$ cat src/rtl/axi4_rd_burst_sequencer.sv
// AXI4 read command sequencer: splits one linear read into INCR bursts
// bounded by MAX_BURST_LEN and 4 KB pages, with an outstanding-burst limit.
module axi4_rd_burst_sequencer #(
    parameter int DATA_BYTES      = 4,
    parameter int ADDR_BYTES      = 4,
    parameter int NUM_ID_BITS     = 4,
    parameter int MAX_BURST_LEN   = 16,
    parameter int MAX_OUTSTANDING = 4
) (
    input  logic                      aclk,
    input  logic                      areset,
    input  logic                      cmd_valid,
    output logic                      cmd_ready,
    input  logic [ADDR_BYTES*8-1:0]   cmd_addr,
    input  logic [15:0]               cmd_beats,
    input  logic [NUM_ID_BITS-1:0]    cmd_id,
    output logic                      arvalid,
    input  logic                      arready,
    output logic [ADDR_BYTES*8-1:0]   araddr,
    output logic [7:0]                arlen,
    output logic [2:0]                arsize,
    output logic [1:0]                arburst,
    output logic [NUM_ID_BITS-1:0]    arid,
    input  logic                      rvalid,
    input  logic                      rready,
    input  logic                      rlast,
    input  logic [1:0]                rresp,
    output logic                      busy,
    output logic                      done_valid,
    output logic                      done_err
);

    localparam int AW   = ADDR_BYTES * 8;
    localparam int SIZE = $clog2(DATA_BYTES);
    localparam logic [AW-1:0] LOW_MASK = AW'(DATA_BYTES - 1);

    localparam logic [1:0] S_IDLE  = 2'd0;
    localparam logic [1:0] S_ISSUE = 2'd1;
    localparam logic [1:0] S_DRAIN = 2'd2;
    localparam logic [1:0] S_DONE  = 2'd3;

    logic [1:0]             state_q, state_d;
    logic                   cmd_ready_q, cmd_ready_d;
    logic                   arvalid_q, arvalid_d;
    logic [AW-1:0]          araddr_q, araddr_d;
    logic [7:0]             arlen_q, arlen_d;
    logic [NUM_ID_BITS-1:0] arid_q, arid_d;
    logic [AW-1:0]          addr_q, addr_d;
    logic [15:0]            rem_q, rem_d;
    logic [3:0]             out_q, out_d;
    logic                   err_q, err_d;

    logic                   ar_hs, r_hs, r_done, try_load;
    logic [AW-1:0]          base_addr;
    logic [15:0]            base_rem;
    logic [12:0]            bnd_beats;
    logic [15:0]            burst;

    wire unused_rresp = rresp[0];

    // addr_q/rem_q track the next burst not yet placed on AR; they
    // advance when a burst is loaded into the AR registers.
    always_comb begin
        state_d     = state_q;
        arvalid_d   = arvalid_q;
        araddr_d    = araddr_q;
        arlen_d     = arlen_q;
        arid_d      = arid_q;
        addr_d      = addr_q;
        rem_d       = rem_q;
        err_d       = err_q;
        try_load    = 1'b0;
        base_addr   = addr_q;
        base_rem    = rem_q;

        ar_hs  = arvalid_q & arready;
        r_hs   = rvalid & rready & ((state_q == S_ISSUE) || (state_q == S_DRAIN));
        r_done = r_hs & rlast & (out_q != 4'd0);

        out_d = out_q;
        if (ar_hs && !r_done) begin
            out_d = out_q + 4'd1;
        end else if (!ar_hs && r_done) begin
            out_d = out_q - 4'd1;
        end

        if (r_hs && rresp[1]) begin
            err_d = 1'b1;
        end

        case (state_q)
            S_IDLE: begin
                if (cmd_valid && cmd_ready_q) begin
                    base_addr = cmd_addr & ~LOW_MASK;
                    base_rem  = cmd_beats;
                    addr_d    = base_addr;
                    rem_d     = cmd_beats;
                    arid_d    = cmd_id;
                    err_d     = 1'b0;
                    try_load  = 1'b1;
                    state_d   = (cmd_beats == 16'd0) ? S_DONE : S_ISSUE;
                end
            end
            S_ISSUE: begin
                try_load = 1'b1;
                if (rem_q == 16'd0 && (!arvalid_q || ar_hs)) begin
                    state_d = S_DRAIN;
                end
            end
            S_DRAIN: begin
                if (out_q == 4'd0) begin
                    state_d = S_DONE;
                end
            end
            default: begin
                state_d = S_IDLE;
            end
        endcase

        bnd_beats = (13'h1000 - {1'b0, base_addr[11:0]}) >> SIZE;
        burst = base_rem;
        if (burst > 16'(MAX_BURST_LEN)) begin
            burst = 16'(MAX_BURST_LEN);
        end
        if (burst > {3'b000, bnd_beats}) begin
            burst = {3'b000, bnd_beats};
        end

        if (try_load && base_rem != 16'd0 && (!arvalid_q || ar_hs)
            && out_d < 4'(MAX_OUTSTANDING)) begin
            arvalid_d = 1'b1;
            araddr_d  = base_addr;
            arlen_d   = 8'(burst - 16'd1);
            addr_d    = base_addr + (AW'(burst) << SIZE);
            rem_d     = base_rem - burst;
        end else if (ar_hs) begin
            arvalid_d = 1'b0;
        end

        cmd_ready_d = (state_d == S_IDLE);
    end

    always_ff @(posedge aclk) begin
        if (areset) begin
            state_q     <= S_IDLE;
            cmd_ready_q <= 1'b0;
            arvalid_q   <= 1'b0;
            araddr_q    <= '0;
            arlen_q     <= '0;
            arid_q      <= '0;
            addr_q      <= '0;
            rem_q       <= '0;
            out_q       <= '0;
            err_q       <= 1'b0;
        end else begin
            state_q     <= state_d;
            cmd_ready_q <= cmd_ready_d;
            arvalid_q   <= arvalid_d;
            araddr_q    <= araddr_d;
            arlen_q     <= arlen_d;
            arid_q      <= arid_d;
            addr_q      <= addr_d;
            rem_q       <= rem_d;
            out_q       <= out_d;
            err_q       <= err_d;
        end
    end

    assign cmd_ready  = cmd_ready_q;
    assign arvalid    = arvalid_q;
    assign araddr     = araddr_q;
    assign arlen      = arlen_q;
    assign arid       = arid_q;
    assign arsize     = 3'(SIZE);
    assign arburst    = 2'b01;
    assign busy       = (state_q != S_IDLE);
    assign done_valid = (state_q == S_DONE);
    assign done_err   = (state_q == S_DONE) & err_q;

endmodule

$ cat config.mk
export PLATFORM = sky130hd
export DESIGN_NAME = axi4_rd_burst_sequencer
export DESIGN_NICKNAME = d
export VERILOG_FILES = /design/src/rtl/axi4_rd_burst_sequencer.sv
export SDC_FILE = /design/constraint.sdc
export NUM_CORES = 1
export LEC_CHECK = 0
export CAP_MARGIN = 40
export CORE_AREA = 2 2 121 123
export DETAILED_ROUTE_END_ITERATION = 7
export DIE_AREA = 0 0 123 125
export PLACE_DENSITY = 0.86
export SLEW_MARGIN = 10
export SYNTH_ARGS = -nofsm -noshare
export SYNTH_HDL_FRONTEND = slang
export SYNTH_SLANG_ARGS = --single-unit
$ cat constraint.sdc
create_clock -name aclk -period 5.5 [get_ports aclk]
set_input_delay 0.55 -clock aclk [delete_from_list [all_inputs] [get_ports aclk]]
set_output_delay 0.55 -clock aclk [all_outputs]
set_load 0.05 [all_outputs]
# Yosys cells after proc, flatten, opt, wreduce, memory -nomap -nowiden
# Index checks and enable logic that the tools add are counted.
# op_classes
n_eq_ne	3
reduce_logical	23
bitwise	6
magnitude_cmp	3
muxes	22
addsub	6
# op_table
op	count
two-way mux 32 bit	3
two-way mux 16 bit	5
adder 32 x 18 -> 32 bit	1
logical NOT 16 bit	2
> comparator 16 x 11 -> 1 bit	1
> comparator 16 x 5 -> 1 bit (second input constant)	1
nonzero test 16 bit	1
subtractor 16 bit	1
subtractor 13 x 12 -> 13 bit (first input constant)	1
logical AND 1 bit	8
two-way mux 2 bit	4
two-way mux 4 bit	2
subtractor 8 x 1 -> 8 bit (second input constant)	1
bitwise AND 1 bit	6
two-way mux 1 bit	6
case mux 2 bit (3 select lines)	1
adder 4 x 1 -> 4 bit (second input constant)	1
== test 2 bit (second input constant)	2
logical NOT 2 bit	2
logical NOT 4 bit	1
less-than comparator 4 x 3 -> 1 bit (second input constant)	1
nonzero test 2 bit	2
nonzero test 4 bit	1
subtractor 4 x 1 -> 4 bit (second input constant)	1
5 further kinds	8
# word_totals
output_inout_bits	54
reg_bits	101
input_bits	61

# Depth between registers and ports, before layout
# Gate-level depths: netlist of the first run.
# logic_depth
depth_word	11
ltp_mapped	30
mapped_depth_nobuf	26

# Worst setup path after synthesis of the first run
# Ideal clock, no wire load.
# synth_path
path_kind	reg-to-reg
start	register state_q[0]
end	register addr_q[31]
synth_period_minus_slack_ps	5730
slack_ps	-230
path_stages_with_launch	29
setup_time_ps	57
t_arrival_ps	5673
path_cell_list	dfxtp_1 -> inv_1 -> ha_1 -> nand3_1 -> buf_2 -> buf_2 -> mux2i_1 -> inv_1 -> nor2_1 -> nand2_1 -> xnor2_1 -> ha_1 -> nand3_1 -> a21oi_1 -> a2111oi_0 -> a221o_1 -> buf_4 -> buf_2 -> mux2i_1 -> inv_1 -> ha_1 -> a211o_1 -> a21o_1 -> a31oi_1 -> a311oi_1 -> a211o_1 -> and4bb_1 -> nor3_1 -> a21o_1
# synth_via
word_cells_on_any_way	27
cone_classes	add/sub (2); order compare (3); eq/ne (2); mux (8); bitwise (3); reduce/logical (9)
# synth_lines
item	line	source
start, declared	42	logic [1:0] state_q, state_d;
start signal, assigned	156	state_q <= state_d;
logical NOT 2 bit (*)	91	case (state_q)
two-way mux 32 bit (*)	91	
via base_addr[9]	54	logic [AW-1:0] base_addr;
subtractor 13 x 12 -> 13 bit	120	bnd_beats = (13'h1000 - {1'b0, base_addr[11:0]}) >> SIZE;
> comparator 16 x 11 -> 1 bit	125	if (burst > {3'b000, bnd_beats}) begin
two-way mux 16 bit	125	
adder 32 x 18 -> 32 bit (*)	134	addr_d = base_addr + (AW'(burst) << SIZE);
two-way mux 32 bit (*)	129	if (try_load && base_rem != 16'd0 && (!arvalid_q || ar_hs)
end signal, assigned	162	addr_q <= addr_d;
end, declared	48	logic [AW-1:0] addr_q, addr_d;
# The timed path passes the listed nets; every way through them passes the cells marked *.
# A chain may end at the register's enable or synchronous reset.

# Worst setup path after layout of the first run
# layout_path
start	input port cmd_valid
end	register addr_q[29]
# layout_via
elab_chain_cells	9
word_cells_on_any_way	18
cone_classes	add/sub (2); order compare (2); mux (9); reduce/logical (5)
# layout_rtl
item	line	source
start, declared	12	input logic cmd_valid,
logical AND 1 bit (*)	93	if (cmd_valid && cmd_ready_q) begin
two-way mux 16 bit	n/a	
two-way mux 16 bit	91	
> comparator 16 x 5 -> 1 bit	122	if (burst > 16'(MAX_BURST_LEN)) begin
two-way mux 16 bit	122	
> comparator 16 x 11 -> 1 bit	125	
two-way mux 16 bit	125	
adder 32 x 18 -> 32 bit	134	
two-way mux 32 bit (*)	129	
# Mark *: on every way between the ends. The rest lies on a longest branch, timed or not.

==> results.md, run 1 <==
* Tcrit/Tclk final at 0.986
* DRT Pass-1 Iters at 5
* GRT Util Overall at 0.250
* Area growth syn-to-layout at 42.3%
* Status: finished clean
* Via count at 7,034
* Post-synth EDFFs at 0
* Required time of the worst setup path at 5.81 ns
* CTS tree: done
* Largest net degree at the start of global routing at 65
* Final setup fails at 0
* Most frequent cell after synthesis: nor2_1
* Drt first-iter violations at 549
* Routed Wire Length at 20,500 um
* Antenna violations before repair at 0
* Least-Margin Pin Slew at a little over 0.7 ns
* Max layer used: met4
* WS Path Type: in -> reg
* Initial core utilization at 0.474
* Primary FF master, synth: dfxtp_1
* Core area at roughly 14,000 sq um
* Die H at 125 um
* DRC viols at 0
* Ys async rst share at 0
* Mapped Cells at 842
* Crit Path Max Fanout at 9
* Tightest Hold Check Type: reg -> reg
* Routability cong. at 0.918
* Synth unique cells at 74
* Crit path top cell by count: buf_4
* Area of the multi-input gates at approximately 4700 sq um
* Met3 WL at 939 um
* Min Tclk post-route at 5.43 ns
* Final hold slack at around 0.46 ns
* Antenna diodes at 0
* Top cell type's share of synthesized area at 0.300
* Core Util, Final at 0.674
* CTS Root Cell: clkbuf_16
* WL met2 at 10,200 um
* Cells along the critical path: clkdlybuf4s50_1 -> and3_2 -> buf_4 -> mux2i_2 -> buf_4 -> xnor2_2 -> ha_1 -> nand3_2 -> a21oi_1 -> a2111oi_2 -> a221o_1 -> buf_12 -> mux2i_4 -> inv_2 -> ha_4 -> a211o_1 -> a21o_1 -> a31oi_4 -> a311oi_2 -> a211o_4 -> buf_4 -> a211o_1 -> nand2_1
* Seq. cell area at 2020 sq um
* GRT overflow at 0
* Fraction of layout cells with a size suffix above 1 at 0.210
* Max_slew headroom at 0.520
* CTS sink count at ~100
* Crit path DAT at 5.73 ns
* CTS buffer count at 9
* Antenna Nets Post-Route at 0
* Highest clock rate at 184 MHz
* Filler cell count at ~1,100
* Synth warn at 0
* Register area share after synthesis at 0.300
* CP endpoint kind: flop
* Top cells by count, synth: nor2_1 (117), dfxtp_1 (101), nand2_1 (85)
* First-pass GRT wire length at 31,400 um
* I/O Buffers at 106
* Startpoint types: input pin
* Final hold vios at 0
* Row count at between 40 and 50
* Io pins at 115
* Area contributors post-synth: dfxtp_1 (30%), ha_1 (9.5%), nor2_1 (6.5%)
* Clock-pin transition on the worst setup and hold timing paths at ~0.070 ns
* Die X-Extent at 123 um
* WL met1 at 8730 um
* Most area-hungry cell type in the Yosys netlist: dfxtp_1
* Vias in the first global route at roughly 7,000
* Clock Skew at 0.0128 ns
* Clock latency on the worst-skew pair at between 0.3 and 0.4 ns
* Post-DP HPWL at about 14,000 um
* Post-synthesis average cell area at 7.99 sq um
* Worst reg-to-reg setup slack at 0.09 ns
* Hold buffers post-CTS at 0
* Die area at 15,400 sq um
* Count of state elements after synthesis at 101
* Post-DR wirelength/cell at 16.2 um
* Nets at between 1,000 and 1,500
* Mapped cell area at between 6000 and 7000 sq um
* Via/cell ratio at 5.58
* Max-cap viol count at 0
* Delay of the slowest critical-path stage at 0.57 ns
* Pins Over Slew Limit at 0
* Bufs on Longest Clock Path at 2
* Crit path max-delay cell type: clkdlybuf4s50_1
* CTS H-Tree Depth at 3
[per-stage QoR]
| step | setup WS (ns) | std cells | instance area (sq um) | setup TNS (ns) |
|---|---|---|---|---|
| CTS | -0.00446 | 1248 | 9270 | -0.00446 |
| global placement | -0.395 | 1222 | 8850 | -8.25 |
| finish | 0.0749 | 1260 | 9570 | 0 |
| detailed placement | -0.556 | 1223 | 8870 | -14.01 |
| global route | -0.158 | 1260 | 9570 | -1.62 |
| floorplan | 0.00668 | 859 | 6830 | 0 |
[worst max-delay path, delay by kind of cell]
kind            cells  cell delay, ns
compound gates      9            2.21
xor+xnor            1            0.10
fa+ha+maj           2            0.51
buf+inv             6            1.38
mux                 2            0.53
simple gates        3            0.44
[per-layer routing]
metal | vias up | global-route usage
li1 | 3427 | -
met1 | 3340 | 0.309
met2 | 216 | 0.436
met3 | 51 | 0.0438
met4 | 0 | 0.0775
met5 | - | 0
[area by class of cell]
class	count	area share
Timing Repair Buffer	247	0.227
Clock inverter	5	0.00366
Inverter	45	0.0176
Clock buffer	11	0.0243
Sequential cell	101	0.211
Tap cell	184	0.0240
Multi-Input combinational cell	667	0.492
[layout by cell type, fill, tap and decap left out, types with 19 or more instances in the layout]
master,instances
a211oi_1,53
a21oi_1,40
buf_4,137
clkdlybuf4s50_1,102
conb_1,19
dfxtp_1,100
ha_1,47
inv_1,39
mux2i_1,33
nand2_1,84
nand3_1,24
nor2_1,113
xnor2_1,29
[worst paths after layout]
| kind | startpoint | cells past startpoint | end |
|---|---|---|---|
| min | arid[1]$_SDFFE_PP0P_ | 2 | arid[1]$_SDFFE_PP0P_ |
| max | cmd_valid | 23 | addr_q[29]$_SDFF_PP0_ |
| min reg2reg | arid[1]$_SDFFE_PP0P_ | 2 | arid[1]$_SDFFE_PP0P_ |
| max reg2reg | addr_q[2]$_SDFF_PP0_ | 24 | addr_q[29]$_SDFF_PP0_ |
[state kept, by name, indices dropped and copies added (netlist names)]
name       flops
rem_q         16
state_q        2
addr_q        32
out_q          4
err_q          1
arlen          8
arid           4
cmd_ready      1
arvalid        1
araddr        32
[repair_timing]
| item | CTS | global route |
|---|---|---|
| buffers inserted | 9 | 12 |
| pin swaps | 3 | 32 |
| gates resized for setup | 16 | 49 |
| setup endpoints to repair | 27 | 31 |
[logic make-up after synthesis]
family,share of synthesized area
other cells,0.00112
xor+xnor,0.0545
compound gates,0.192
mux,0.0694
fa+ha+maj,0.101
flops,0.300
buf+inv,0.0573
simple gates,0.224
Power of run 1 is not shown: default switching activity piles up to over one toggle a cycle in this logic, so the estimate is an artifact.
==> inputs of run 2 (changes only) <==
==> constraint.sdc (replaced) <==
create_clock -name aclk -period 4.5 [get_ports aclk]
set_input_delay 0.45 -clock aclk [delete_from_list [all_inputs] [get_ports aclk]]
set_output_delay 0.45 -clock aclk [all_outputs]
set_load 0.05 [all_outputs]
==> run 2 against run 1 <==
- final area grew 9.9%
- critical endpoint is now addr_q[26]$_SDFF_PP0_
- critical path type is now reg -> reg
- the run now ends with negative setup slack left
- routed wire length grew 47%
- global-route usage grew 7.5 points
==> results.md, run 2 (same netlist as run 1, synthesis figures left out) <==
* Status: complete, but fails checks
* Failing checks: negative setup slack
* Io pins at 115
* Bufs on Longest Clock Path at 2
* Antenna Nets Post-Route at 0
* Met2 GRT Util at 0.537
* Antenna violations before repair at 0
* Row count at 44
* DRT Pass-1 Iters at 6
* Routability cong. at 0.926
* Delay of the slowest critical-path stage at 0.39 ns
* CTS sink count at 101
* R2R cell count at 28
* DRC viols at 0
* Final hold vios at 0
* Die area at about 15,000 sq um
* Die X-Extent at 123 um
* Fraction of layout cells with a size suffix above 1 at 0.303
* Core Util, Final at 0.741
* Area after DPL at 9220 sq um
* Antenna diodes at 0
* RSZ-0062 raised after global routing: true
* First-pass GRT wire length at 39,800 um
* WS Path Type: reg -> reg
* Required time of the worst setup path at 4.71 ns
* PnR worst setup slack at -1.27 ns
* Critical R2R Launch: state_q[1]$_SDFF_PP0_
* Max_slew headroom at 0.0650
* Clock-pin transition on the worst setup and hold timing paths at approximately 0.070 ns
* Min Tclk post-route at 5.77 ns
* Die H at between 100 and 150 um
* Worst-case hold path end point: arid[0]$_SDFFE_PP0P_
* Crit path DAT at approximately 6 ns
* Commonest non-fill, non-tap cell in the layout: buf_4
* Core area at 14,200 sq um
* Via/cell ratio at 6.55
* Clock latency on the worst-skew pair at 0.37 ns
* CP endpoint kind: flop
* Tightest Hold Check Type: reg -> reg
* Largest net degree at the start of global routing at between 80 and 90
* Pins Over Slew Limit at 0
* Crit path top cell by count: buf_6
* Routed Wire Length at 30,000 um
* Highest clock rate at ~170 MHz
* Drt first-iter violations at roughly 1,200
* Worst reg-to-reg setup slack at -1.27 ns
* I/O Buffers at ~110
* Area growth syn-to-layout at 56.4%
* Max-cap viol count at 0
* Most frequent cells in the layout: buf_4 (170), nor2_1 (111), dfxtp_1 (99)
* Met1 Track Usage GR at 0.383
* CTS tree: done
* Fin area at 10,500 sq um
* Crit path max-delay cell type: a221o_1
* Min-delay src: arid[0]$_SDFFE_PP0P_
* Vias in the first global route at about 8,000
* Hold buffers post-CTS at 0
* Via count at around 8,600
* Post-DR wirelength/cell at 22.9 um
* Least-Margin Pin Slew at 1.39 ns
* CTS Root Cell: clkbuf_16
* CTS buffer count at 9
* Tcrit/Tclk final at 1.28
* Crit Path Max Fanout at 8
* GR Layer Usage met3 at 0.0730
* GRT Util Overall at 0.325
* Nets at 1,235
* Final setup fails at 46
* Clock Skew at 0.0144 ns
* Terminus of the critical flop-to-flop path: addr_q[26]$_SDFF_PP0_
* Hold path cells at 2
* CTS H-Tree Depth at 3
* GR peak layer: met2
* GRT overflow at 0
* Startpoint types: flop
* Post-DP HPWL at between 10,000 and 15,000 um
* Initial core utilization at 0.474
## run 2: area by class of cell
class	instances	area, sq um
well taps	184	230
multi-input cells	668	5210
inverters	45	174
fillers	838	3680
clock buffers	12	246
flip-flops and latches	101	2020
repair buffers	296	2580
clock inverters	4	55.1
## run 2: worst max-delay path by stage
stage                           from               endpoint  cells past startpoint
2_1_floorplan   addr_q[2]$_SDFF_PP0_  addr_q[31]$_SDFF_PP0_                     26
3_3_place_gp             cmd_addr[2]  addr_q[31]$_SDFF_PP0_                     25
6_report       state_q[1]$_SDFF_PP0_  addr_q[26]$_SDFF_PP0_                     28
5_1_grt        state_q[0]$_SDFF_PP0_  addr_q[26]$_SDFF_PP0_                     28
3_5_place_dp             cmd_addr[2]  addr_q[31]$_SDFF_PP0_                     25
4_1_cts         addr_q[3]$_SDFF_PP0_  addr_q[31]$_SDFF_PP0_                     24
## run 2: metrics by stage
stage,TNS [ns],setup WS (ns),hold WS (ns),instances
after floorplan,-17.32,-0.749,0.476,859
after global placement,-34.55,-1.09,0.443,1257
after detailed placement,-41.27,-1.24,0.453,1257
after CTS,-15.81,-0.623,0.463,1304
after global routing,-41.68,-1.36,0.489,1310
final,-37.89,-1.27,0.477,1310
## run 2: worst max-delay path, delay by kind of cell, from the launching register on
kind	cells	cell delay, ns
AO/OA/AOI/OAI	9	1.86
XOR/XNOR	1	0.27
adder cells (fa/ha/maj)	3	0.89
buffers and inverters	9	1.18
flip-flops	1	0.34
AND/OR/NAND/NOR	6	1.04
## run 2: timing repair
action                                 in CTS  in global routing
cloned                                      1                  0
setup buffers                              34                  9
setup endpoints to repair                  42                 47
pin swaps                                  81                 51
gates resized for setup                    96                 57
endpoints found under the hold margin       0                  0
## run 2: layer usage
metal	vias up	routed length, um
li1	3531	-
met1	3961	10800
met2	812	13400
met3	283	3240
met4	0	2640
met5	-	0
Power of run 2 is left out for the same reason.
